### config.mk
export PLATFORM = sky130hd
export DESIGN_NAME = data_lsu_flat
export DESIGN_NICKNAME = d
export VERILOG_FILES = /design/src/rtl/data_lsu_pkg.sv /design/src/rtl/data_lsu_if.sv /design/src/rtl/data_lsu_timer.sv /design/src/rtl/data_lsu.sv /design/src/flat_wrapper.sv
export SDC_FILE = /design/constraint.sdc
export NUM_CORES = 1
export LEC_CHECK = 0
export ABC_AREA = 0
export ABC_CLOCK_PERIOD_IN_PS = 3510
export CAP_MARGIN = 20
export CORE_MARGIN = 2
export CORE_UTILIZATION = 50
export CTS_CLUSTER_DIAMETER = 60
export DETAILED_ROUTE_END_ITERATION = 10
export PLACE_DENSITY_LB_ADDON = 0.08
export SLEW_MARGIN = 25
export SYNTH_ARGS = -nofsm -noshare
export SYNTH_HDL_FRONTEND = slang
export SYNTH_SLANG_ARGS = --single-unit
### constraint.sdc
create_clock -name clk -period 3.51 [get_ports clk]
set_input_delay 0.8775 -clock clk [delete_from_list [all_inputs] [get_ports clk]]
set_output_delay 0.8775 -clock clk [all_outputs]
set_load 0.03 [all_outputs]
### src/rtl/data_lsu_pkg.sv
// ---- data_lsu_pkg : shared types and sizing helpers for data_lsu (rev 1.0) ----
`default_nettype none

package data_lsu_pkg;

  typedef enum logic [2:0] {
    IDLE  = 3'd0,
    ARB   = 3'd1,
    ISSUE = 3'd2,
    WAIT  = 3'd3,
    DONE  = 3'd4
  } state_e;

  localparam logic REGION_SHARED = 1'b1;

  // One width serves both timers so a single sub-module covers latency and timeout.
  function automatic int cnt_width(input int mem_lat, input int arb_timeout);
    int m;
    m = (mem_lat > arb_timeout) ? mem_lat : arb_timeout;
    return $clog2(m + 1);
  endfunction

endpackage

`default_nettype wire

### src/rtl/data_lsu_if.sv
// ---- data_lsu_if : pipeline, memory and arbiter signals of one core's LSU (rev 1.0) ----
`default_nettype none

interface data_lsu_if #(
  parameter int TAM = 16
) ();

  logic           cpu_req;
  logic           cpu_we;
  logic [0:TAM-1] cpu_addr;
  logic [0:TAM-1] cpu_wdata;
  logic           cpu_busy;
  logic           cpu_done;
  logic           cpu_rvalid;
  logic           cpu_err;
  logic [0:TAM-1] cpu_rdata;
  logic [0:TAM-1] dataADDR;
  logic [0:TAM-1] dataIN;
  logic           dataWrite;
  logic           dataLoad;
  logic [0:TAM-1] dataOUT;
  logic           shared_req;
  logic           shared_gnt;

  modport master (
    input  cpu_req, cpu_we, cpu_addr, cpu_wdata, dataOUT, shared_gnt,
    output cpu_busy, cpu_done, cpu_rvalid, cpu_err, cpu_rdata,
           dataADDR, dataIN, dataWrite, dataLoad, shared_req
  );

  modport slave (
    output cpu_req, cpu_we, cpu_addr, cpu_wdata, dataOUT, shared_gnt,
    input  cpu_busy, cpu_done, cpu_rvalid, cpu_err, cpu_rdata,
           dataADDR, dataIN, dataWrite, dataLoad, shared_req
  );

endinterface

`default_nettype wire

### src/rtl/data_lsu_timer.sv
// ---- lsu_timer : loadable up/down counter with a compare-to-TERM flag (rev 1.0) ----
`default_nettype none

module lsu_timer #(
  parameter int W    = 4,
  parameter int TERM = 1
) (
  input  wire logic         clk,
  input  wire logic         rst,
  input  wire logic         clr_i,
  input  wire logic         load_i,
  input  wire logic [W-1:0] load_val_i,
  input  wire logic         inc_i,
  input  wire logic         dec_i,
  output logic              tc_o
);

  localparam logic [W-1:0] TERM_V = W'(TERM);

  logic [W-1:0] count_q;
  logic [W-1:0] count_d;

  always_comb begin
    count_d = count_q;
    if (clr_i)       count_d = '0;
    else if (load_i) count_d = load_val_i;
    else if (inc_i)  count_d = count_q + 1'b1;
    else if (dec_i)  count_d = count_q - 1'b1;
  end

  always_ff @(posedge clk or negedge rst) begin
    if (!rst) count_q <= '0;
    else      count_q <= count_d;
  end

  assign tc_o = (count_q == TERM_V);

endmodule

`default_nettype wire

### src/rtl/data_lsu.sv
// ---- data_lsu : per-core load/store initiator with shared-region arbitration (rev 1.0) ----
`default_nettype none

module data_lsu
  import data_lsu_pkg::*;
#(
  parameter int TAM         = 16,
  parameter int Lmem        = 8,
  parameter int MEM_LAT     = 1,
  parameter int ARB_TIMEOUT = 15
) (
  input  wire logic   clk,
  input  wire logic   rst,
  data_lsu_if.master  bus
);

  localparam int             CW    = cnt_width(MEM_LAT, ARB_TIMEOUT);
  localparam logic [CW-1:0]  LAT_V = CW'(MEM_LAT);

  state_e         state_q, state_d;
  logic [0:TAM-1] addr_q, addr_d;
  logic [0:TAM-1] wdata_q, wdata_d;
  logic           we_q, we_d;
  logic [0:TAM-1] rdata_q, rdata_d;
  logic           busy_q, busy_d;
  logic           done_q, done_d;
  logic           rvalid_q, rvalid_d;
  logic           err_q, err_d;
  logic [0:TAM-1] maddr_q, maddr_d;
  logic [0:TAM-1] mdin_q, mdin_d;
  logic           mwr_q, mwr_d;
  logic           mld_q, mld_d;
  logic           sreq_q, sreq_d;
  logic           lat_tc;
  logic           tmo_tc;

  // Counts ARB cycles from 0; terminal on the ARB_TIMEOUT-th cycle.
  lsu_timer #(.W(CW), .TERM(ARB_TIMEOUT - 1)) u_tmo (
    .clk        (clk),
    .rst        (rst),
    .clr_i      (state_q != ARB),
    .load_i     (1'b0),
    .load_val_i ('0),
    .inc_i      (state_q == ARB),
    .dec_i      (1'b0),
    .tc_o       (tmo_tc)
  );

  // Loaded in ISSUE; terminal in the last WAIT cycle, when dataOUT is valid.
  lsu_timer #(.W(CW), .TERM(1)) u_lat (
    .clk        (clk),
    .rst        (rst),
    .clr_i      (1'b0),
    .load_i     (state_q == ISSUE),
    .load_val_i (LAT_V),
    .inc_i      (1'b0),
    .dec_i      (state_q == WAIT),
    .tc_o       (lat_tc)
  );

  always_comb begin
    state_d  = state_q;
    addr_d   = addr_q;
    wdata_d  = wdata_q;
    we_d     = we_q;
    rdata_d  = rdata_q;
    busy_d   = 1'b0;
    done_d   = 1'b0;
    rvalid_d = 1'b0;
    err_d    = 1'b0;
    maddr_d  = '0;
    mdin_d   = '0;
    mwr_d    = 1'b0;
    mld_d    = 1'b0;
    sreq_d   = 1'b0;

    case (state_q)
      IDLE, DONE: begin
        state_d = IDLE;
        if (bus.cpu_req) begin
          addr_d  = bus.cpu_addr;
          wdata_d = bus.cpu_wdata;
          we_d    = bus.cpu_we;
          state_d = (bus.cpu_addr[Lmem] == REGION_SHARED) ? ARB : ISSUE;
        end
      end
      ARB: begin
        if (bus.shared_gnt) begin
          state_d = ISSUE;
        end else if (tmo_tc) begin
          state_d = IDLE;
          err_d   = 1'b1;
        end
      end
      ISSUE:   state_d = we_q ? DONE : WAIT;
      WAIT: begin
        if (lat_tc) begin
          rdata_d = bus.dataOUT;
          state_d = DONE;
        end
      end
      default: state_d = IDLE;
    endcase

    // Outputs are registered, so they are decoded from the state being entered.
    case (state_d)
      ARB: begin
        busy_d = 1'b1;
        sreq_d = 1'b1;
      end
      ISSUE: begin
        busy_d  = 1'b1;
        sreq_d  = (addr_d[Lmem] == REGION_SHARED);
        maddr_d = addr_d;
        mwr_d   = we_d;
        mld_d   = ~we_d;
        mdin_d  = we_d ? wdata_d : '0;
      end
      WAIT: begin
        busy_d  = 1'b1;
        sreq_d  = (addr_d[Lmem] == REGION_SHARED);
        maddr_d = addr_d;
      end
      DONE: begin
        done_d   = 1'b1;
        rvalid_d = ~we_d;
      end
      default: ;
    endcase
  end

  always_ff @(posedge clk or negedge rst) begin
    if (!rst) begin
      state_q  <= IDLE;
      addr_q   <= '0;
      wdata_q  <= '0;
      we_q     <= 1'b0;
      rdata_q  <= '0;
      busy_q   <= 1'b0;
      done_q   <= 1'b0;
      rvalid_q <= 1'b0;
      err_q    <= 1'b0;
      maddr_q  <= '0;
      mdin_q   <= '0;
      mwr_q    <= 1'b0;
      mld_q    <= 1'b0;
      sreq_q   <= 1'b0;
    end else begin
      state_q  <= state_d;
      addr_q   <= addr_d;
      wdata_q  <= wdata_d;
      we_q     <= we_d;
      rdata_q  <= rdata_d;
      busy_q   <= busy_d;
      done_q   <= done_d;
      rvalid_q <= rvalid_d;
      err_q    <= err_d;
      maddr_q  <= maddr_d;
      mdin_q   <= mdin_d;
      mwr_q    <= mwr_d;
      mld_q    <= mld_d;
      sreq_q   <= sreq_d;
    end
  end

  assign bus.cpu_busy   = busy_q;
  assign bus.cpu_done   = done_q;
  assign bus.cpu_rvalid = rvalid_q;
  assign bus.cpu_err    = err_q;
  assign bus.cpu_rdata  = rdata_q;
  assign bus.dataADDR   = maddr_q;
  assign bus.dataIN     = mdin_q;
  assign bus.dataWrite  = mwr_q;
  assign bus.dataLoad   = mld_q;
  assign bus.shared_req = sreq_q;

endmodule

`default_nettype wire

### src/flat_wrapper.sv
// flat-port wrapper written by rule: the top's interface ports become plain ports
module data_lsu_flat import data_lsu_pkg::*;
#(
  parameter int TAM         = 16,
  parameter int Lmem        = 8,
  parameter int MEM_LAT     = 1,
  parameter int ARB_TIMEOUT = 15
)
  (clk, rst, bus_cpu_req, bus_cpu_we, bus_cpu_addr, bus_cpu_wdata, bus_dataOUT, bus_shared_gnt, bus_cpu_busy, bus_cpu_done, bus_cpu_rvalid, bus_cpu_err, bus_cpu_rdata, bus_dataADDR, bus_dataIN, bus_dataWrite, bus_dataLoad, bus_shared_req);
  data_lsu_if #(.TAM(TAM)) bus_i ();
  input  wire logic clk;
  input  wire logic rst;
  input wire logic [$bits(bus_i.cpu_req)-1:0] bus_cpu_req;
  input wire logic [$bits(bus_i.cpu_we)-1:0] bus_cpu_we;
  input wire logic [$bits(bus_i.cpu_addr)-1:0] bus_cpu_addr;
  input wire logic [$bits(bus_i.cpu_wdata)-1:0] bus_cpu_wdata;
  input wire logic [$bits(bus_i.dataOUT)-1:0] bus_dataOUT;
  input wire logic [$bits(bus_i.shared_gnt)-1:0] bus_shared_gnt;
  output wire logic [$bits(bus_i.cpu_busy)-1:0] bus_cpu_busy;
  output wire logic [$bits(bus_i.cpu_done)-1:0] bus_cpu_done;
  output wire logic [$bits(bus_i.cpu_rvalid)-1:0] bus_cpu_rvalid;
  output wire logic [$bits(bus_i.cpu_err)-1:0] bus_cpu_err;
  output wire logic [$bits(bus_i.cpu_rdata)-1:0] bus_cpu_rdata;
  output wire logic [$bits(bus_i.dataADDR)-1:0] bus_dataADDR;
  output wire logic [$bits(bus_i.dataIN)-1:0] bus_dataIN;
  output wire logic [$bits(bus_i.dataWrite)-1:0] bus_dataWrite;
  output wire logic [$bits(bus_i.dataLoad)-1:0] bus_dataLoad;
  output wire logic [$bits(bus_i.shared_req)-1:0] bus_shared_req;
  assign bus_i.cpu_req = bus_cpu_req;
  assign bus_i.cpu_we = bus_cpu_we;
  assign bus_i.cpu_addr = bus_cpu_addr;
  assign bus_i.cpu_wdata = bus_cpu_wdata;
  assign bus_i.dataOUT = bus_dataOUT;
  assign bus_i.shared_gnt = bus_shared_gnt;
  assign bus_cpu_busy = bus_i.cpu_busy;
  assign bus_cpu_done = bus_i.cpu_done;
  assign bus_cpu_rvalid = bus_i.cpu_rvalid;
  assign bus_cpu_err = bus_i.cpu_err;
  assign bus_cpu_rdata = bus_i.cpu_rdata;
  assign bus_dataADDR = bus_i.dataADDR;
  assign bus_dataIN = bus_i.dataIN;
  assign bus_dataWrite = bus_i.dataWrite;
  assign bus_dataLoad = bus_i.dataLoad;
  assign bus_shared_req = bus_i.shared_req;
  data_lsu #(.TAM(TAM), .Lmem(Lmem), .MEM_LAT(MEM_LAT), .ARB_TIMEOUT(ARB_TIMEOUT)) u_core (.clk(clk), .rst(rst), .bus(bus_i));
endmodule
## Yosys cells after proc, flatten, opt, wreduce, memory -nomap -nowiden

Index checks and enable logic that the tools add are counted.

- Register bits after elaboration: 99
- Latch bits: 0
- Memory bits (writable): 0
- Memory bits (read-only): 0
- Input port bits: 53
- Output and inout bits: 55
- Word-level logic and storage cells: 66
- Memories kept: 0

- $add $sub $neg: 2
- Multiply operators: 0
- Div/mod/pow operators: 0
- Magnitude comparators: 0
- Equal/unequal tests: 11
- Shifts and indexed selects: 0
- Multiplexer cells: 29
- Bitwise operators: 1
- Reductions and logical operators: 7

Operators with widths:

| operator | number |
|---|---|
| $mux 16 | 7 |
| $mux 4 | 4 |
| $mux 3 | 5 |
| $eq 3x2->1 const B | 4 |
| $pmux 3 s4 | 1 |
| $mux 1 | 10 |
| $eq 3x1->1 const B | 2 |
| $eq 3x3->1 const B | 2 |
| $add 4x1->4 const B | 1 |
| $eq 4x1->1 const B | 1 |
| $eq 4x4->1 const B | 1 |
| $reduce_bool 2->1 | 2 |
| $reduce_or 2->1 | 2 |
| $sub 4x1->4 const B | 1 |
| $logic_not 3->1 | 1 |
| $ne 3x1->1 const B | 1 |
| $reduce_or 3->1 | 1 |
| $mux 2 | 1 |
| $pmux 1 s2 | 1 |
| $reduce_and 2->1 | 1 |
| $not 1->1 | 1 |

## Depth between registers and ports, before layout

- Depth in word-level cells: 7
- Gate-level depth with buffers: 7
- Gate-level depth less buffers: 6

## By module

From an unflattened synthesis, not the netlist that was laid out.

- Cells, all modules: 288
- Area, all modules: 3,952.5 um2

By module, submodules not included:

| module | times used | cells an instance | area an instance (um2) | seq. area each (um2) |
|---|---|---|---|---|
| data_lsu | 1 | 212 | 3,279.4 | 2,277.2 |
| lsu_timer at u_core.u_lat | 1 | 39 | 337.8 | 100.1 |
| lsu_timer at u_core.u_tmo | 1 | 37 | 335.3 | 100.1 |

## Worst setup path after synthesis

No wires, ideal clock.

- Path type: input-to-reg
- Start point: input port bus_cpu_req
- End point: register u_core.mdin_q, in the netlist u_core.bus.dataIN[1]
- Library setup time: 0.118 ns
- Arrival: 1.878 ns
- Data required time: 3.392 ns
- Setup slack: 1.514 ns
- Stages on the path: 4
- Path buffers: 1
- Cell sequence: nor3b_4 -> buf_4 -> mux2_2 -> nor2b_1

- Word-level cells in the longest chain between the ends: 4
- Elaborated cells on any way between the ends: 9
- Classes of those cells: eq/ne (1); mux (8)

Ends and longest elaborated chain:

| element | line | source |
|---|---|---|
| from (decl) | flat_wrapper.sv:13 | `input wire logic [$bits(bus_i.cpu_req)-1:0] bus_cpu_req;` |
| $mux 16 | data_lsu.sv:80 | `if (bus.cpu_req) begin` |
| $mux 16 | data_lsu.sv:77 | `case (state_q)` |
| via u_core.wdata_d (one bit) | data_lsu.sv:22 | `logic [0:TAM-1] wdata_q, wdata_d;` |
| $mux 16 | data_lsu.sv:117 | `mdin_d = we_d ? wdata_d : '0;` |
| $mux 16 | data_lsu.sv:106 | `case (state_d)` |
| via u_core.mdin_d (one bit) | data_lsu.sv:30 | `logic [0:TAM-1] mdin_q, mdin_d;` |
| to (signal assigned) | data_lsu.sv:159 | `mdin_q <= mdin_d;` |
| to (decl) | data_lsu.sv:30 |  |

The timed path passes the listed nets, and every way through them passes these cells.
A chain may end at the register's enable or synchronous reset.

## Final worst setup path

- Start point: input port bus_cpu_req
- End point: register u_core.maddr_q, in the netlist u_core.bus.dataADDR[2]

- Elaborated cells on any way between the ends: 8
- Classes of those cells: eq/ne (2); mux (5); reduce/logical (1)

RTL lines:

| element | line | source |
|---|---|---|
| $mux 16 | data_lsu.sv:80 |  |
| $mux 16 | data_lsu.sv:77 |  |
| via u_core.addr_d (one bit) | data_lsu.sv:21 | `logic [0:TAM-1] addr_q, addr_d;` |
| $mux 16 | data_lsu.sv:106 |  |
| via u_core.maddr_d (one bit) | data_lsu.sv:29 | `logic [0:TAM-1] maddr_q, maddr_d;` |
| to (signal assigned) | data_lsu.sv:158 | `maddr_q <= maddr_d;` |
| to (decl) | data_lsu.sv:29 |  |

The timed path passes the listed nets, and every way through them passes these cells.

==> flow_summary.ini <==
[finish]
regArea_sq_um = 2480
fin_nets = 414
diodes = 0
syn2layout_area_growth_pct = 39.3
fillers = 531
fin_area_sq_um = 5080
drive_above_1_share_pct = 20.2
fin_util_pct = 71.1
final-instance-count-excl-fill = 461
multiInputGateArea_sq_um = 1080

[placed_design]
dpl_cell_area_sq_um = 4810
post-place-ws_ps = 642
gp_congestion = 0.708
portBuffers = 107
hpwlAfterDp_um = 4750
dp_cells = 445

[route]
first_pass_iters = 4
totalWireLength_um = 6690
ant_nets = 0
num_vias = 2205
viasPerCell = 4.78
drc = 0
avgRoutedWirePerCell_um = 14.5
first_iter_violations = 111

[pwr]
ir_drop_uv = 417
p_comb_share_pct = 40.1
p_sw_mw = 1.47
p_sw_share_pct = 32.9
intPower_mw = 2.99
cellPowerDensity_nw_per_um2 = 878
power_frac_clock_pct = 20.6
p_leak_nw = 2.21
pwr-share-seq_pct = 39.3
power.total_mw = 4.46

[cts]
clk_latency_ps = 340
postCtsHoldBufs = 0
cts_resized = 0
clkSinkCount = 99
clk_path_buf_depth = 2
htreeDepth = 3
cts_root_buf = clkbuf_8
cts_made_buffers = 9
path_clk_slew_ps = 90
tritoncts = done
post_cts_buffers = 0

[grt]
gr-total-overflow = 0
grt_pass1_vias = 2200
antenna_found_initial = 0
grt_max_degree = 64
grt_pass1_wl_um = 10500
grt_usage_pct = 17.8

[timing]
rsz0062_at_grt = false
timing.final.crit_share_pct = 70.6
setup_violations = 0
postLayoutSetupSlackWorst_ps = 1030
relSlewSlack_pct = 49.2
finalHoldViolations = 0
max_freq_ghz = 0.404
fin_setup_tns_ps = 0
fin_worst_skew_ps = 10.2
period_minus_slack_ps = 2480
worst_pin_slew_ps = 762
slew_viol_final = 0
whs_ps = 497

[synthesis]
synth_cells = 242
yosysSeqAreaShare_pct = 68.0
synth_flop_cell = dfrtp_1
synth_warnings = 0
avgSynthCellArea_sq_um = 15.1
synth_edf_count = 0
async_flop_share_pct = 100
postSynthNetCount = 299
ys_ff_latch = 99
ys_types = 33
netlist_area_sq_um = 3640

[setup_path]
reg2reg_to = u_core.bus.shared_req
worstSetupStartpointType = input port
r2r-start = u_core.u_lat.count_q[1]
r2r_setup_slack_ps = 1380
endpoint_kind = register
cp.arrival_ps = 2690
r2r_cells = 6
worstPathRequired_ps = 3720
crit_type = in -> reg
cp_max_fo = 19

[floorplan]
core_sq_um = 7140
num_rows = 31
die_area_sq_um = 7990
die_w_um = 89.4
die_y_um = 89.4
start_util_pct = 51.1
io-pin-count = 108

[hold_path]
min_to = u_core.u_lat.count_q[3]
min_from = u_core.u_lat.count_q[3]
worst_hold_path_type = reg -> reg
whs_path_depth = 1

[status]
outcome = finished clean

[run]
max-cap-violations = 0
[power groups by stage]
stage	Sequential, mW	Clock [mW]	Combinational, mW
final	1.75	0.918	1.79
after global routing	1.80	0.987	1.94
after CTS	1.76	0.944	1.81
after detailed placement	1.78	0	1.81
after global placement	1.76	0	1.77
after floorplan	2.16	0	0.762
[flip-flops by register name, summed over array words and instances (netlist names)]
register	count
u_core.addr_q	16
u_core.bus.cpu_rdata	16
u_core.bus.dataADDR	16
u_core.bus.dataIN	16
u_core.wdata_q	16
u_core.u_lat.count_q	4
u_core.u_tmo.count_q	4
u_core.state_q	3
u_core.bus.cpu_busy	1
u_core.bus.cpu_done	1
u_core.bus.cpu_err	1
u_core.bus.cpu_rvalid	1
u_core.bus.dataLoad	1
u_core.bus.dataWrite	1
u_core.bus.shared_req	1
u_core.we_q	1
[synth_stat cells, types with 2 or more instances]
| master | n | area [sq um] |
|---|---|---|
| nor2_1 | 8 | 30.0 |
| o21ai_0 | 7 | 35.0 |
| buf_4 | 4 | 30.0 |
| a21boi_0 | 7 | 52.6 |
| nand3b_1 | 2 | 15.0 |
| nand2b_1 | 3 | 18.8 |
| ha_1 | 4 | 50.1 |
| mux2_2 | 47 | 529 |
| nor2b_1 | 26 | 163 |
| nand3_1 | 3 | 15.0 |
| inv_1 | 6 | 22.5 |
| nand2_1 | 5 | 18.8 |
| buf_6 | 2 | 22.5 |
| dfrtp_1 | 99 | 2480 |
[layout make-up]
| class | instances | area share [%] |
|---|---|---|
| multi-input cells | 129 | 21.3 |
| clock inverters | 6 | 2.69 |
| flip-flops and latches | 99 | 48.8 |
| clock buffers | 10 | 2.51 |
| well taps | 99 | 2.44 |
| repair buffers | 112 | 21.8 |
| inverters | 6 | 0.444 |
[cell usage in the layout, fill, tap and decap left out, types with 5 or more instances in the layout]
cell type / count
inv_1: 6
dfrtp_1: 99
buf_4: 6
nor2b_1: 26
clkdlybuf4s50_1: 106
nand2_1: 5
mux2_2: 47
nor2_1: 8
clkbuf_8: 9
a21boi_0: 7
o21ai_0: 7
[how the worst max path moves through the flow]
stage                 from                     end  slack (ps)
2_1_floorplan  bus_cpu_req    u_core.bus.dataIN[1]        1510
3_3_place_gp   bus_cpu_req  u_core.bus.dataADDR[1]         670
3_5_place_dp   bus_cpu_req  u_core.bus.dataADDR[1]         640
4_1_cts        bus_cpu_req  u_core.bus.dataADDR[2]        1020
5_1_grt        bus_cpu_req  u_core.bus.dataADDR[6]         920
6_report       bus_cpu_req  u_core.bus.dataADDR[2]        1030
[routing by layer]
layer / track usage (%) / share of wire [%] / vias to the layer above
met1: 23.3 / 43 / 1091
li1: - / - / 1041
met3: 5.54 / 8.0 / 0
met5: 0 / 0 / -
met4: 6.11 / 0 / 0
met2: 28.6 / 49 / 73
[kinds of logic after synthesis]
logic type / count (synthesis) / share of synthesized area, %
flip-flops: 99 / 68.0
AND/OR/NAND/NOR: 56 / 9.51
XOR/XNOR: 2 / 0.481
multiplexers: 49 / 15.2
buffers and inverters: 14 / 2.30
adder cells (fa/ha/maj): 4 / 1.37
AO/OA/AOI/OAI: 18 / 3.13
[worst max-delay path, stage by stage]
cell and delay [ps]:
clkdlybuf4s50_1 480, nor3b_4 450, buf_4 370, mux2_2 380, nor2b_1 130
(Power assumes the default switching activity.)
